File: config.mk
export PLATFORM = sky130hd
export DESIGN_NAME = record_assembler
export DESIGN_NICKNAME = d
export VERILOG_FILES = /design/src/rtl/record_assembler.sv
export SDC_FILE = /design/constraint.sdc
export NUM_CORES = 1
export LEC_CHECK = 0
export BUFFER_PORTS_ARGS = -buffer_cell sky130_fd_sc_hd__buf_2
export CAP_MARGIN = 5
export CORE_MARGIN = 2
export CORE_UTILIZATION = 39
export CTS_CLUSTER_SIZE = 25
export DETAILED_ROUTE_END_ITERATION = 6
export GPL_TIMING_DRIVEN = 1
export SYNTH_ARGS = -nofsm -noshare
export SYNTH_HDL_FRONTEND = slang
export SYNTH_SLANG_ARGS = --single-unit
export TNS_END_PERCENT = 1
File: constraint.sdc
create_clock -name clk -period 2.17 [get_ports clk]
set_clock_uncertainty 0.15 [all_clocks]
set_input_delay 0.1085 -clock clk [delete_from_list [all_inputs] [get_ports clk]]
set_output_delay 0.1085 -clock clk [all_outputs]
set_load 0.01 [all_outputs]
File: src/rtl/record_assembler.sv
`default_nettype none
// ============================================================================
//  Module      : record_assembler
//  Description : Assembles {x, y, z} records from field-indexed beats, filling
//                fields missing at an early close with parameterised defaults.
//  Revision    : 1.0 - initial release
// ============================================================================
module record_assembler #(
    parameter logic [7:0]  DEF_BYTE = 8'd0,
    parameter logic [31:0] DEF_INT  = 32'd0
) (
    input  logic        clk,
    input  logic        rst,
    input  logic        in_valid,
    output logic        in_ready,
    input  logic [1:0]  in_idx,
    input  logic [31:0] in_data,
    input  logic        in_last,
    output logic        out_valid,
    input  logic        out_ready,
    output logic [47:0] out_rec,
    output logic        err,
    output logic [15:0] rec_count
);

    localparam logic [1:0] c_IDX_X   = 2'd0;
    localparam logic [1:0] c_IDX_Y   = 2'd1;
    localparam logic [1:0] c_IDX_Z   = 2'd2;
    localparam logic [1:0] c_IDX_BAD = 2'd3;

    logic [7:0]  r_acc_x;
    logic [7:0]  r_acc_y;
    logic [31:0] r_acc_z;
    logic [2:0]  r_have;
    logic [47:0] r_out_rec;
    logic        r_out_valid;
    logic        r_err;
    logic [15:0] r_rec_count;

    logic        w_accept;
    logic        w_wr_x;
    logic        w_wr_y;
    logic        w_wr_z;
    logic        w_bad;
    logic        w_xfer;
    logic        w_close;
    logic [2:0]  w_have_next;
    logic [7:0]  w_x_next;
    logic [7:0]  w_y_next;
    logic [31:0] w_z_next;
    logic [47:0] w_record;

    // Conservative: any beat stalls while an undelivered record is held.
    assign in_ready = !rst && (!r_out_valid || out_ready);
    assign w_accept = in_valid && in_ready;
    assign w_xfer   = r_out_valid && out_ready;

    assign w_wr_x = w_accept && (in_idx == c_IDX_X);
    assign w_wr_y = w_accept && (in_idx == c_IDX_Y);
    assign w_wr_z = w_accept && (in_idx == c_IDX_Z);
    assign w_bad  = w_accept && (in_idx == c_IDX_BAD);

    // Next-state views include the current beat so a closing beat's own field lands in the record.
    assign w_x_next    = w_wr_x ? in_data[7:0] : r_acc_x;
    assign w_y_next    = w_wr_y ? in_data[7:0] : r_acc_y;
    assign w_z_next    = w_wr_z ? in_data     : r_acc_z;
    assign w_have_next = r_have | {w_wr_z, w_wr_y, w_wr_x};

    assign w_close  = w_accept && ((w_have_next == 3'b111) || in_last);
    assign w_record = {w_have_next[0] ? w_x_next : DEF_BYTE,
                       w_have_next[1] ? w_y_next : DEF_BYTE,
                       w_have_next[2] ? w_z_next : DEF_INT};

    always_ff @(posedge clk) begin
        if (rst) begin
            r_acc_x     <= 8'd0;
            r_acc_y     <= 8'd0;
            r_acc_z     <= 32'd0;
            r_have      <= 3'b000;
            r_out_rec   <= 48'd0;
            r_out_valid <= 1'b0;
            r_err       <= 1'b0;
            r_rec_count <= 16'd0;
        end else begin
            r_acc_x <= w_x_next;
            r_acc_y <= w_y_next;
            r_acc_z <= w_z_next;
            r_err   <= w_bad;

            if (w_close) begin
                r_have      <= 3'b000;
                r_out_rec   <= w_record;
                r_out_valid <= 1'b1;
            end else begin
                r_have <= w_have_next;
                if (w_xfer) begin
                    r_out_valid <= 1'b0;
                end
            end

            if (w_xfer) begin
                r_rec_count <= r_rec_count + 16'd1;
            end
        end
    end

    assign out_valid = r_out_valid;
    assign out_rec   = r_out_rec;
    assign err       = r_err;
    assign rec_count = r_rec_count;

endmodule
`default_nettype wire
# After elaboration in Yosys (flattened, before gate mapping)
# Index checks and enable logic that the tools add are counted.
# word_totals
output_inout_bits,67
ff_bits,117
# classes
eq_ne,4
reduce_logical,15
n_addsub,1
n_bitwise,1
n_mux,8
# op_table
cell,n
two-way mux 32 bit,2
two-way mux 8 bit,4
adder 16 x 1 -> 16 bit (second input constant),1
logical AND 1 bit,8
equality test 2 bit (second input constant),2
equality test 3 bit (second input constant),1
OR 3 bit,1
equality test 2 x 1 -> 1 bit (second input constant),1
logical NOT 1 bit,2
logical NOT 2 bit,1
logical OR 1 bit,2
two-way mux 1 bit,2
nonzero test 2 bit,1
OR reduction 2 bit,1

# Logic depth before layout (Yosys ltp)
# Gate-level depths: netlist of the first run.
# logic_depth
ltp_word,10
depth_mapped,9

# Least setup slack after synthesis of the first run
# Ideal clock, no wire load.
# synth_path
path_type,register to register
start,reg r_out_valid (netlist: out_valid)
end,reg r_out_rec[10] (netlist: out_rec[10])
arrival_ns,1.617
required_ns,1.901
stages_incl_launch_ff,8
period_less_slack_ns,1.886
path_slack_ns,0.284
path_cell_list,dfxtp_1 nand2b_1 buf_2 and3_1 buf_6 buf_6 a221o_1 o221a_2
# synth_between
elab_chain_len,9
word_cells_on_any_way,13
cone_classes,eq/ne (1); mux (2); bitwise (1); reduce/logical (9)
# synth_lines
element,line,source
start: declaration,36,logic r_out_valid;
start signal: assignment,81,r_out_valid <= 1'b0;
start signal: assignment,93,r_out_valid <= 1'b1;
start signal: assignment,97,r_out_valid <= 1'b0;
logical NOT 1 bit (*),54,assign in_ready = !rst && (!r_out_valid || out_ready);
logical OR 1 bit (*),54,
logical AND 1 bit (*),54,
logical AND 1 bit (*),55,assign w_accept = in_valid && in_ready;
logical AND 1 bit (on tied branches),"58, 59, 60",
OR 3 bit,67,"assign w_have_next = r_have | {w_wr_z, w_wr_y, w_wr_x};"
equality test 3 bit,69,assign w_close = w_accept && ((w_have_next == 3'b111) || in_last);
logical OR 1 bit,69,
logical AND 1 bit,69,
end signal: assignment,92,r_out_rec <= w_record;
end: declaration,35,logic [47:0] r_out_rec;
# Every way passes the cells marked *; elsewhere a longest branch is shown, timed or not.
# A chain may end at the register's enable or synchronous reset.

# Final worst setup path of the first run
# layout_path
start,in out_ready
end,reg r_out_rec[30] (netlist: out_rec[30])
# layout_between
elab_chain_len,8
word_cells_on_any_way,12
cone_classes,eq/ne (1); mux (2); bitwise (1); reduce/logical (8)
# layout_lines
element,line,source
start: declaration,20,"input logic out_ready,"
logical OR 1 bit (*),54,
logical AND 1 bit (*),54,
logical AND 1 bit (*),55,
logical AND 1 bit (on tied branches),"58, 59, 60",
OR 3 bit,67,
equality test 3 bit,69,
logical OR 1 bit,69,
logical AND 1 bit,69,
# Marked as above.

==> flow_summary.yaml, run 1 <==
cells_and_area:
  instances_no_fill: 894
  utilization: 0.520
  nNetsFinal: 745
  area_growth_pct: 31.4
  diodes: 0
  fillers: 1232
  final_layout_size_suffix_gt1_frac: 0.263
  final_cell_area_um2: 6840
synthesis:
  netlist.area_leader.share: 0.450
  synth_edf_count: 0
  seq_area_frac_synth: 0.450
  async_flop_share: 0
  synthTopCellsByArea: "dfxtp_1 (45%), nand2_1 (7.9%), a221o_1 (7.7%), a21oi_1 (6.0%), o221a_2 (5.6%)"
  synth_top_area_cell: "dfxtp_1"
  syn_nets: 621
  avgSynthCellArea_um2: 8.96
  syn_inst: 581
  ys_warn_count: 0
  synthDistinctLibCells: 43
  synthFlopType: "dfxtp_1"
  yosys_register_bits: 117
  syn-cell-area_um2: 5200
die:
  die_x_um: 120
  dieHeight_um: 120
  die_area_um2: 14300
  pin_count: 106
  core_area_um2: 13100
  rows: 42
  start_util: 0.396
worst_setup_path:
  crit_buf_inv: 3
  crit_slowest_cell: "dlygate4sd3_1"
  crit_fanout: 64
  endpoint_kind: "flip-flop"
  critPathMaxStageDelay_ns: 0.53
  critPathLaunchType: "primary input"
  critical_path_class: "in -> reg"
  arrival_ns: 2.22
  path_cells: "dlygate4sd3_1, buf_2, nand2b_1, and3_2, buf_12, a221o_1, o221a_2"
  critPathRequiredTime_ns: 2.32
  critPathTopFamily: "buffers and inverters"
clocking:
  cts_buffers: 17
  cts_setup_buffers: 0
  cts_htree_levels: 4
  cts_root_buffer: "clkbuf_16"
  cts.clk_slew.worst_paths_ns: 0.06
  clockBufferDepth: 2
  cts_tree: "yes"
  cts.repair.resized: 0
  insertion_delay_ns: 0.41
  cts.sinks: 117
timing:
  fin_crit_sh: 0.951
  maxSlewHeadroom: 0.237
  hold_ws_ns: 0.139
  fin_crit_ns: 2.06
  drv_slew: 0
  worst_pin_slew_ns: 1.14
  finalSetupViolations: 0
  fmax_ghz: 0.485
  hold_viol_final: 0
  grt_setup_unrepaired: "no"
placed_design:
  io_buffer_count: 105
  placed_cells: 826
  place_area_um2: 5870
  post-dp-hpwl_um: 8750
  place.gp.congestion: 0.789
outcome:
  status: "finished, final reports clean"
drt:
  vias: 4859
  dr.pass1.iters: 6
  viasPerCell: 5.44
  wl_per_cell_um: 16.3
  drc: 0
  final_antenna_net_count: 0
  first_iter_violations: 439
  wl_um: 14600
global_route:
  grt_pass1_vias: 4648
  grt_max_degree: 80
  grt_pass1_wl_um: 23200
  gr-usage-all-layers: 0.205
  grt_antenna_before_repair: 0
  overflow: 0
min_path:
  min_path_type: "in -> reg"
power:
  cellPowerDensity_nw_per_um2: 809
  irDropWorstVdd_uv: 775
  cellLeakagePower_uw: 0.00271
flow_run:
  cap_violations: 0
-- power breakdown --
part,leakage [uW],internal [uW],total (uW),switching [uW]
Combinational,0.00147,192,441,248
Sequential,0.000948,2210,2240,34.4
Clock,0.000299,1880,2850,968
Total,0.00271,4280,5530,1250
-- final cells by class --
class	instances	area [um2]	area share
Multi-Input combinational cell	406	2600	0.381
Inverter	5	18.8	0.00275
Tap cell	176	220	0.0322
Clock buffer	22	474	0.0694
Clock inverter	10	128	0.0187
Sequential cell	117	2340	0.343
Timing Repair Buffer	158	1050	0.153
-- placed cells by master (no fill, tap or decap), types with 3 or more instances in the layout --
master         netlist  final
o21ai_0              3      3
a2111o_1             8      8
nand2_1            109    109
a211oi_1             3      3
bufinv_16            0      3
clkbuf_8             0      3
xnor2_1              3      3
dlygate4sd3_1        0     35
nor2_1              21     21
and4_1               3      3
clkinv_2             0      6
inv_1                5      5
nor3_1              10     10
a31oi_1             11     10
nand3_1             14     14
buf_4                1     15
and2_1              40     40
nand4_1              3      3
xor2_1               6      6
o221a_1             14     14
a21oi_1             62     61
buf_12               0      3
buf_2               18    105
or3_1                3      3
dfxtp_1            117    117
a221o_1             40     40
clkbuf_16            0     17
and3_1               5      4
o221a_2             26     26
nor2b_1              5      5
-- cell usage after synthesis, types with 2 or more instances --
| cell | n |
|---|---|
| a221o_1 | 40 |
| dfxtp_1 | 117 |
| clkbuf_1 | 24 |
| nor2_1 | 21 |
| buf_6 | 6 |
| a31oi_1 | 11 |
| o221a_2 | 26 |
| inv_1 | 5 |
| nor2b_1 | 5 |
| buf_1 | 4 |
| a2111o_1 | 8 |
| a211oi_1 | 3 |
| buf_2 | 18 |
| and3_1 | 5 |
| nand2_1 | 109 |
| o221a_1 | 14 |
| or3_1 | 3 |
| mux2_2 | 2 |
| and2_1 | 40 |
| o21ai_0 | 3 |
| a21oi_1 | 62 |
| nand4_1 | 3 |
| xor2_1 | 6 |
| nor3_1 | 10 |
| and4_1 | 3 |
| nand3_1 | 14 |
| xnor2_1 | 3 |
-- path summary, 6_finish.rpt --
| kind | from | end | slack (ns) | cells past startpoint |
|---|---|---|---|---|
| worst min-delay path | rst | err | 0.14 | 4 |
| worst min register to register | r_acc_z[9] | r_acc_z[9] | 0.30 | 2 |
| worst max-delay path | out_ready | out_rec[30] | 0.11 | 7 |
| worst max register to register | r_have[2] | out_rec[15] | 0.12 | 5 |
-- per-stage QoR --
stage               setup TNS, ns  power [uW]  setup slack (ns)
floorplan                       0        2510             0.284
global placement            -1.14        2670           -0.0492
detailed placement          -3.12        2670            -0.117
CTS                             0        5580             0.119
global route                    0        5720           0.00553
finish                          0        5530             0.106
-- cell families (layout without fill, tap and decap cells) --
family / Yosys count / after routing / share of synthesized area
flops: 117 / 117 / 0.450
simple gates: 220 / 220 / 0.199
buf+inv: 59 / 195 / 0.0565
fa+ha+maj: 1 / 1 / 0.00240
compound gates: 172 / 173 / 0.271
xor+xnor: 9 / 9 / 0.0151
mux: 3 / 3 / 0.00625
-- timing repair --
action                                  4_1_cts  5_1_grt
endpoints found under the hold margin        85        0
hold buffers                                 35        0
endpoints found under the setup margin       34        0
-- flip-flops by register name, summed over array words and instances (netlist names) --
name	cells
err	1
out_rec	48
r_acc_z	32
r_acc_x	8
r_acc_y	8
rec_count	16
out_valid	1
r_have	3
-- per-layer routing --
layer	vias to the layer above	GRT usage	share of wire
met1	2302	0.260	0.45
li1	2392	-	-
met5	-	0	0
met2	151	0.338	0.48
met4	0	0.0765	0.0091
met3	14	0.0523	0.054
-- tightest hold or removal path, stage by stage --
cell and delay, ns:
buf_2 0.09, nor2b_1 0.04, buf_4 0.20, and4_1 0.21
(Power assumes the default switching activity.)
==> run 2: changes to the inputs <==
CORE_UTILIZATION = 50   (was 39)
PLACE_DENSITY = 0.74   (was default)
==> run 2 against run 1 <==
Against the previous run: largest power group unchanged; sequential power is essentially flat; register-to-register slack improved by 0.11 ns; clock power fell by 8.4%; cell count is 4.4% lower; critical path depth fell by 1; critical path type is now reg -> reg; wire length is 4.8% lower.
==> flow_summary.yaml, run 2 (synthesized netlist as in run 1, its figures left out) <==
cells_and_area:
  utilization: 0.659
  final_layout_size_suffix_gt1_frac: 0.266
  largest_reg_flops: 48
  final_common_cell: "dfxtp_1"
  most-common-layout-cells: "dfxtp_1 (117), nand2_1 (109), buf_2 (105)"
  area_growth_pct: 29.6
  nNetsFinal: 746
  final_cell_area_um2: 6740
  diodes: 0
timing:
  finalSetupTns_ns: 0
  hold_viol_final: 0
  maxSlewHeadroom: 0.451
  worst_pin_slew_ns: 0.824
  fin_crit_ns: 1.94
  setup_ws_ns: 0.229
  finalSetupViolations: 0
  fmax_ghz: 0.515
  drv_slew: 0
  fin_crit_sh: 0.894
  grt_setup_unrepaired: "no"
power:
  total_power_uw: 5290
  cellLeakagePower_uw: 0.00269
  cellPowerDensity_nw_per_um2: 784
  irDropWorstVdd_uv: 499
clocking:
  cts_root_buffer: "clkbuf_8"
  cts_tree: "yes"
  cts_buffers: 17
  cts_htree_levels: 4
  cts_setup_buffers: 0
  cts.repair.resized: 0
  cts.sinks: 117
  insertion_delay_ns: 0.51
  clockBufferDepth: 2
  cts.clk_slew.worst_paths_ns: 0.06
die:
  rows: 37
  core_area_um2: 10200
  pin_count: 106
  die_x_um: 106
  start_util: 0.509
  dieHeight_um: 106
  die_area_um2: 11200
global_route:
  met1_usage: 0.316
  grt_busiest_layer: "met2"
  grt_max_degree: 80
  gr-usage-all-layers: 0.252
  grtUsageMet2: 0.421
  overflow: 0
  grt_pass1_wl_um: 22700
  grt_antenna_before_repair: 0
  grt_pass1_vias: 4651
  gr-usage-met3: 0.0644
drt:
  drc: 0
  wl_um: 13900
  final_antenna_net_count: 0
  dr.pass1.iters: 5
  first_iter_violations: 328
  viasPerCell: 5.71
  wl_per_cell_um: 16.2
  vias: 4882
worst_setup_path:
  crit_path_frequent_cell: "buf_4"
  endpoint_kind: "flip-flop"
  arrival_ns: 2.25
  crit_buf_inv: 2
  critical_path_class: "reg -> reg"
  crit_slowest_cell: "dfxtp_1"
  crit_fanout: 29
  path_cells: "mux2i_1, or2_2, buf_4, a21oi_4, buf_4, o221a_2"
  critPathTopFamily: "buffers and inverters"
  critPathMaxStageDelay_ns: 0.43
  critPathRequiredTime_ns: 2.48
  ff2ff_setup_slack_ns: 0.23
  critPathLaunchType: "flip-flop"
min_path:
  min_path_type: "in -> reg"
placed_design:
  io_buffer_count: 105
  post-dp-hpwl_um: 8540
  pre_cts_ws_ns: 0.234
  place.gp.congestion: 0.813
  place_area_um2: 5840
flow_run:
  cap_violations: 0
outcome:
  status: "finished, final reports clean"
[run 2: cell count changes in the layout (fill, tap and decap cells not counted), sizes merged]
cell      change
bufinv        -1
a21oi         -1
inv           +1
clkbuf        -4
buf           +2
clkinvlp      +4
[run 2: final timing paths]
kind                                     end  startpoint  cells past startpoint
worst min register to register    r_acc_z[2]  r_acc_z[2]                      2
worst max-delay path             out_rec[31]   r_have[0]                      6
worst max register to register   out_rec[31]   r_have[0]                      6
worst min-delay path            rec_count[2]         rst                      3
[run 2: stage by stage]
step	std cells	hold WS [ns]
after floorplan	581	0.0945
after global placement	788	0.219
after detailed placement	788	0.221
after CTS	855	0.113
after global routing	855	0.159
final	855	0.132
[run 2: worst register-to-register path, stage by stage, from the launching register on]
cell and delay (ns):
dfxtp_1 0.43, mux2i_1 0.10, or2_2 0.29, buf_4 0.20, a21oi_4 0.14, buf_4 0.32, o221a_2 0.25
[run 2: timing repair]
item,in CTS,in global routing
endpoints found under the hold margin,101,0
hold buffers,35,0
setup endpoints to repair,0,0
[run 2: metal layers]
layer / vias to the layer above / share of wire
met4: 0 / 0.022
met2: 172 / 0.49
met1: 2305 / 0.43
met3: 24 / 0.059
met5: - / 0
li1: 2381 / -
[run 2: cell type report]
type	instances	area (um2)
Timing Repair Buffer	160	1060
Sequential cell	117	2340
Multi-Input combinational cell	405	2590
Tap cell	136	170
Fill cell	803	3490
Inverter	5	18.8
Clock buffer	18	418
Clock inverter	14	136
[run 2: power breakdown]
part	internal (uW)	switching (uW)	total [uW]
Combinational	194	243	437
Clock	1620	992	2610
Sequential	2210	34.7	2240
Total	4020	1270	5290
